==> config.mk <==
export PLATFORM = sky130hd
export DESIGN_NAME = i2s_serializer
export DESIGN_NICKNAME = d
export VERILOG_FILES = /design/src/rtl/i2s_serializer.sv
export SDC_FILE = /design/constraint.sdc
export NUM_CORES = 1
export LEC_CHECK = 0
export BUFFER_PORTS_ARGS = -buffer_cell sky130_fd_sc_hd__buf_2
export CAP_MARGIN = 40
export CORE_MARGIN = 2
export CORE_UTILIZATION = 55
export DETAILED_ROUTE_END_ITERATION = 6
export PLACE_DENSITY = 0.77
export SLEW_MARGIN = 20
export SYNTH_ARGS = -nofsm -noshare
export SYNTH_HDL_FRONTEND = slang
export SYNTH_SLANG_ARGS = --single-unit
==> constraint.sdc <==
create_clock -name clk -period 2.2 [get_ports clk]
set_clock_uncertainty 0.2 [all_clocks]
set_input_delay 0.11 -clock clk [delete_from_list [all_inputs] [get_ports clk]]
set_output_delay 0.11 -clock clk [all_outputs]
set_load 0.1 [all_outputs]
==> src/rtl/i2s_serializer.sv <==
// ============================================================================
// i2s_serializer
//
// Purpose
//   Serialises the core's parallel left/right DAC words as a standard I2S
//   stream (SCLK / LRCK / SDATA) for the board codec. The bit clock runs at
//   64*fs. A fractional phase accumulator derives it from clk, so no PLL is
//   needed. Both channels are latched together once per frame, and the latch
//   is reported with a one-clk strobe.
//
// Parameters
//   SYS_CLK_HZ : frequency of clk in Hz
//   SAMPLE_HZ  : output frame rate fs; 128*SAMPLE_HZ must not exceed SYS_CLK_HZ
//   DATA_W     : sample width, at most 32
//
// Ports
//   clk           in   system clock
//   reset         in   asynchronous active-high reset (released synchronously)
//   left_chan     in   left sample, two's complement, used only at frame latch
//   right_chan    in   right sample, two's complement, used only at frame latch
//   mute          in   1 = latch zeros instead of the inputs at next frame latch
//   sample_strobe out  one-clk pulse on the clk where both channels are latched
//   sclk          out  I2S bit clock
//   lrclk         out  I2S word select, 0 = left, 1 = right
//   sdata         out  I2S serial data, MSB first
//
// Frame layout (64 sclk periods, one slot per period)
//   slots  0..31 : left word MSB first, then zero padding
//   slots 32..63 : right word MSB first, then zero padding
//   lrclk is high for slots 31..62. It leads each word's MSB by one sclk.
//   All outputs change only on the clk where sclk falls. They are therefore
//   stable across every rising edge, where the codec samples them.
// ============================================================================
module i2s_serializer #(
    parameter int SYS_CLK_HZ = 14_000_000,
    parameter int SAMPLE_HZ  = 48_000,
    parameter int DATA_W     = 16
) (
    input  logic              clk,
    input  logic              reset,
    input  logic [DATA_W-1:0] left_chan,
    input  logic [DATA_W-1:0] right_chan,
    input  logic              mute,
    output logic              sample_strobe,
    output logic              sclk,
    output logic              lrclk,
    output logic              sdata
);

    // Accumulator step and modulus. Both are widened to 33 bits so that the
    // sum of a 32-bit accumulator and the step cannot overflow before the
    // comparison.
    localparam logic [32:0] ACC_INC = 33'(128 * SAMPLE_HZ);
    localparam logic [32:0] ACC_MOD = 33'(SYS_CLK_HZ);

    // ------------------------------------------------------------------------
    // Reset synchroniser. Assertion reaches every register immediately
    // through the async set. Release is delayed to a clk edge, so no state
    // register leaves reset near an active edge.
    // ------------------------------------------------------------------------
    logic r_rst_meta;
    logic r_rst_sync;

    always_ff @(posedge clk or posedge reset) begin
        if (reset) begin
            r_rst_meta <= 1'b1;
            r_rst_sync <= 1'b1;
        end else begin
            r_rst_meta <= 1'b0;
            r_rst_sync <= r_rst_meta;
        end
    end

    // ------------------------------------------------------------------------
    // State registers
    // ------------------------------------------------------------------------
    logic [31:0]       r_acc;
    logic [5:0]        r_slot;
    logic [DATA_W-1:0] r_left;
    logic [DATA_W-1:0] r_right;
    logic              r_sclk;
    logic              r_lrclk;
    logic              r_sdata;
    logic              r_strobe;

    // ------------------------------------------------------------------------
    // Combinational next-state helpers
    // ------------------------------------------------------------------------
    logic [32:0]       w_acc_sum;
    logic              w_tick;
    logic [31:0]       w_acc_next;
    logic [5:0]        w_slot_next;
    logic              w_frame_start;
    logic [DATA_W-1:0] w_left_next;
    logic [DATA_W-1:0] w_right_next;
    logic              w_fall;

    // Serial bit for a given slot. Within each 32-slot half, the first DATA_W
    // slots carry the word MSB first and the remaining slots are zero.
    // A left shift is used instead of a computed bit index to keep every
    // index width exact.
    function automatic logic slot_bit(
        input logic [5:0]        slot,
        input logic [DATA_W-1:0] left_w,
        input logic [DATA_W-1:0] right_w
    );
        logic [DATA_W-1:0] word;
        logic [DATA_W-1:0] shifted;
        word    = slot[5] ? right_w : left_w;
        shifted = word << slot[4:0];
        if (int'(slot[4:0]) < DATA_W) begin
            return shifted[DATA_W-1];
        end
        return 1'b0;
    endfunction

    // Word select for a given slot. It is high from the slot before the right
    // MSB through the slot before the next left MSB.
    function automatic logic slot_lr(input logic [5:0] slot);
        return (slot >= 6'd31) && (slot <= 6'd62);
    endfunction

    always_comb begin
        w_acc_sum  = {1'b0, r_acc} + ACC_INC;
        w_tick     = (w_acc_sum >= ACC_MOD);
        w_acc_next = w_tick ? 32'(w_acc_sum - ACC_MOD) : w_acc_sum[31:0];
    end

    // A falling edge happens on a tick while sclk is high. Slot 63 wraps to 0
    // through the natural 6-bit overflow.
    assign w_fall        = w_tick && r_sclk;
    assign w_slot_next   = r_slot + 6'd1;
    assign w_frame_start = (w_slot_next == 6'd0);

    // The frame's first bit must come from the value being latched on this
    // same clk (zero latency). The serial-bit function is therefore fed the
    // post-latch words, not the shadow registers.
    assign w_left_next  = w_frame_start ? (mute ? '0 : left_chan)  : r_left;
    assign w_right_next = w_frame_start ? (mute ? '0 : right_chan) : r_right;

    // ------------------------------------------------------------------------
    // Bit-clock generator, slot counter, latch and serial outputs
    // ------------------------------------------------------------------------
    always_ff @(posedge clk or posedge r_rst_sync) begin
        if (r_rst_sync) begin
            r_acc    <= '0;
            r_slot   <= 6'd63;
            r_left   <= '0;
            r_right  <= '0;
            r_sclk   <= 1'b0;
            r_lrclk  <= 1'b0;
            r_sdata  <= 1'b0;
            r_strobe <= 1'b0;
        end else begin
            r_acc    <= w_acc_next;
            r_strobe <= 1'b0;
            if (w_tick) begin
                r_sclk <= ~r_sclk;
            end
            // The rising edge only toggles sclk. Everything else moves on the
            // falling edge, so the codec always samples settled data.
            if (w_fall) begin
                r_slot   <= w_slot_next;
                r_left   <= w_left_next;
                r_right  <= w_right_next;
                r_strobe <= w_frame_start;
                r_lrclk  <= slot_lr(w_slot_next);
                r_sdata  <= slot_bit(w_slot_next, w_left_next, w_right_next);
            end
        end
    end

    assign sample_strobe = r_strobe;
    assign sclk          = r_sclk;
    assign lrclk         = r_lrclk;
    assign sdata         = r_sdata;

endmodule

==> metrics.txt <==
filler instances=between 400 and 500; top cells by area, synth=dfrtp_1, xnor2_1, mux2_2; initial core utilization=between 50% and 60%; CP Class=reg2reg; Post-synth ARST share=100.0%; Max Cap Viol=0; GPL Wtd Cong=0.9077; reg2reg end=r_left[12]; sequential-to-total area share from yosys stat=about 38%; f_max=approximately 0.32 GHz; Power per Cell Area=approximately 400 nW/um^2; share of cells above drive strength 1=between 40% and 50%; GRT Max-Usage Layer=met2; Final Instance Area=6560 um^2; R2R setup slack=-0.95 ns; CP max FO=8; final hold vios=2; Max Transition Viols Final=0; Worst Path Arrival=3.19 ns; Core ar.=between 8000 and 9000 um^2; DR vias/cell=slightly above 6; clock slew seen by the registers of the worst setup and hold paths=about 0.090 ns; Syn. warnings=0; Clock Sinks=just under 70; Pleak=around 3.0 nW; final antenna-violating net count=0; Syn-to-layout area delta=45.40%; Post-Syn Area=between 4000 and 5000 um^2; Post-Place Cells=a little under 700; pin count of the biggest net entering global routing=51; GRT Total Usage=between 30 and 40%; TritonCTS clock tree=done; DRT Pass-1 Iters=5; hold_ws=-0.007591 ns; cells after synthesis=446; met3 usage=under 10%; CP required=between 2 and 2.5 ns; syn nets=just under 500; Final Setup Violations=67; DRT iter0 DRCs=between 300 and 400; post-layout util=81.06%; CTS buffer count=9; Syn Area/Cell=10.12 um^2; crit-path cells=buf_4 > xnor2_1 > nor2_1 > nor4bb_4 > a2111oi_4 > o2111ai_4 > nor2_4 > nor3_4 > buf_4 > buf_6 > mux2_4; final wirelength=between 15000 and 20000 um; RSZ-0062 raised after global routing=true; Hold WC Path Type=in2reg; H-tree Lvls=3; # DRC=0; Worst Slack Setup Final=-0.9493 ns; Die ar.=8943 um^2; buffers added on ports=38; CP max stage cell=dfrtp_1; hpwl dp=roughly 8400 um; period utilization=143.1%; Worst Hold Launch=left_chan[15]; Worst setup EP type=register; vias post-DR=roughly 4500; slowest stage delay, CP=roughly 0.52 ns; maximum VDD drop=a little over 400 uV; most used cell, CP=buf_4; distinct cell type count after synthesis=between 70 and 80; Die Width=between 90 and 100 um; Post-synth EDFFs=0; CTS Buffer Depth=2; I/O pin count=39; wire per inst=20.83 um; WHS Endpoint=r_left[15]; CP startpoint kind=register; Worst Reg-to-Reg Cells=11; Synth Flop Type=dfrtp_1; area post-placement=5723 um^2; die height=94.57 um; final net count=669; most frequent cells in the layout=buf_4, dfrtp_1, buf_2, nor2b_1, dlygate4sd3_1; Antenna Cells=0; failing checks=hold timing, setup timing; Root Buffer=clkbuf_8; most common cell after layout, fill and taps aside=buf_4; initial antenna violation count=0; fin cells=737; status=complete, but fails checks; Congestion Overflow GR=0; Synth top area share=33.83%; Yosys reg bits=between 60 and 70; largest area contributor in the netlist=dfrtp_1; GR Util met2=about 57%; first-pass GRT wire length=roughly 22000 um; row count=33; post-route minimum period=approximately 3.1 ns; Design Power=roughly 0.0026 W; worst hold stages=3; r2r startpoint=r_acc[16]; met1 Usage GRT=37.21%; vias in the first global route=approximately 4500; worst-skew pair later-pin latency=about 0.36 ns
==> kinds of logic after synthesis <==
group / Yosys count / share of synthesized area (%)
buf+inv: 40 / 4.908
mux: 48 / 12.26
flops: 69 / 38.49
other cells: 1 / 0.08311
compound gates: 90 / 14.95
fa+ha+maj: 7 / 1.941
xor+xnor: 41 / 8.292
simple gates: 150 / 19.08
==> through the flow <==
stage / setup slack, ns / TNS (ns)
3_3_place_gp: -0.6823 / -41.02
3_5_place_dp: -0.7797 / -45.62
5_1_grt: -1.030 / -60.58
2_1_floorplan: -0.7614 / -46.41
6_report: -0.9493 / -54.77
4_1_cts: -0.7532 / -45.41
==> where the power goes <==
part	leakage, nW	internal (W)	switching [W]
Sequential	0.879	0.00127	0.000000987
Combinational	1.97	0.0000757	0.0000736
Clock	0.107	0.000640	0.000551
==> cell usage after synthesis, types with 3 or more instances <==
cell type  count
inv_1         14
o221ai_1       3
dfstp_2        8
or2_2          3
mux2i_1       14
o21ai_0       24
ha_1           7
and2_1         3
o21a_1         3
a22oi_1        4
nor2_1        28
nor3_1         7
or3_1          5
clkbuf_1      11
nand3_2        3
nand3_1       12
nand2b_1       5
a211o_1        3
mux2_2        20
mux2_4         8
a21oi_1       15
nor3b_1        3
o31ai_1        3
mux2_1         6
a211oi_1       3
buf_6          8
nand2_1       25
xnor2_1       29
buf_2          3
dfrtp_1       61
nor2b_1       34
xor2_1        10
a31oi_1        5
==> worst max-delay path by stage <==
stage | cells after the start | from | slack [ns] | endpoint
2_1_floorplan | 13 | r_acc[15] | -0.76 | lrclk
4_1_cts | 11 | r_acc[14] | -0.75 | r_right[7]
5_1_grt | 12 | r_acc[16] | -1.03 | r_left[12]
6_report | 11 | r_acc[16] | -0.95 | r_left[12]
3_3_place_gp | 12 | r_acc[15] | -0.68 | r_acc[10]
3_5_place_dp | 12 | r_acc[15] | -0.78 | r_acc[13]
==> flip-flops by register name (all words and copies together) (netlist names) <==
| register | cells |
|---|---|
| r_slot | 6 |
| r_left | 16 |
| sample_strobe | 1 |
| r_rst_sync | 1 |
| r_right | 16 |
| r_rst_meta | 1 |
| lrclk | 1 |
| sclk | 1 |
| r_acc | 25 |
| sdata | 1 |
==> per-layer routing <==
| metal | up-vias | routed length, um |
|---|---|---|
| li1 | 1943 | - |
| met1 | 2216 | 5646 |
| met2 | 276 | 7533 |
| met3 | 106 | 1172 |
| met4 | 0 | 1003 |
| met5 | - | 0 |
==> final cells by class <==
class,count,area (um^2),share of cell area [%]
Tap cell,105,131.4,2.003
Inverter,15,60.06,0.9155
Sequential cell,69,1740,26.53
Timing Repair Buffer,195,1572,23.96
Clock inverter,6,86.33,1.316
Clock buffer,10,127.6,1.945
Multi-Input combinational cell,337,2843,43.33
==> critical path: cells and delay by family, from the launching register on <==
family                    cells  cell delay, ns
AOI/OAI and AO/OA             2            0.42
xor gates and xnor gates      1            0.15
buffers and inverters         3            0.56
DFF                           1            0.52
muxes                         1            0.34
and+or+nand+nor               4            0.82
==> repair_timing <==
item	in CTS	in global routing
buffers inserted	5	7
cloned	0	4
endpoints found under the setup margin	67	67
pin swaps	13	10
hold buffers	28	0
gates resized for setup	17	25
endpoints found under the hold margin	29	0
Note: power is estimated with default switching activity, not from simulation.
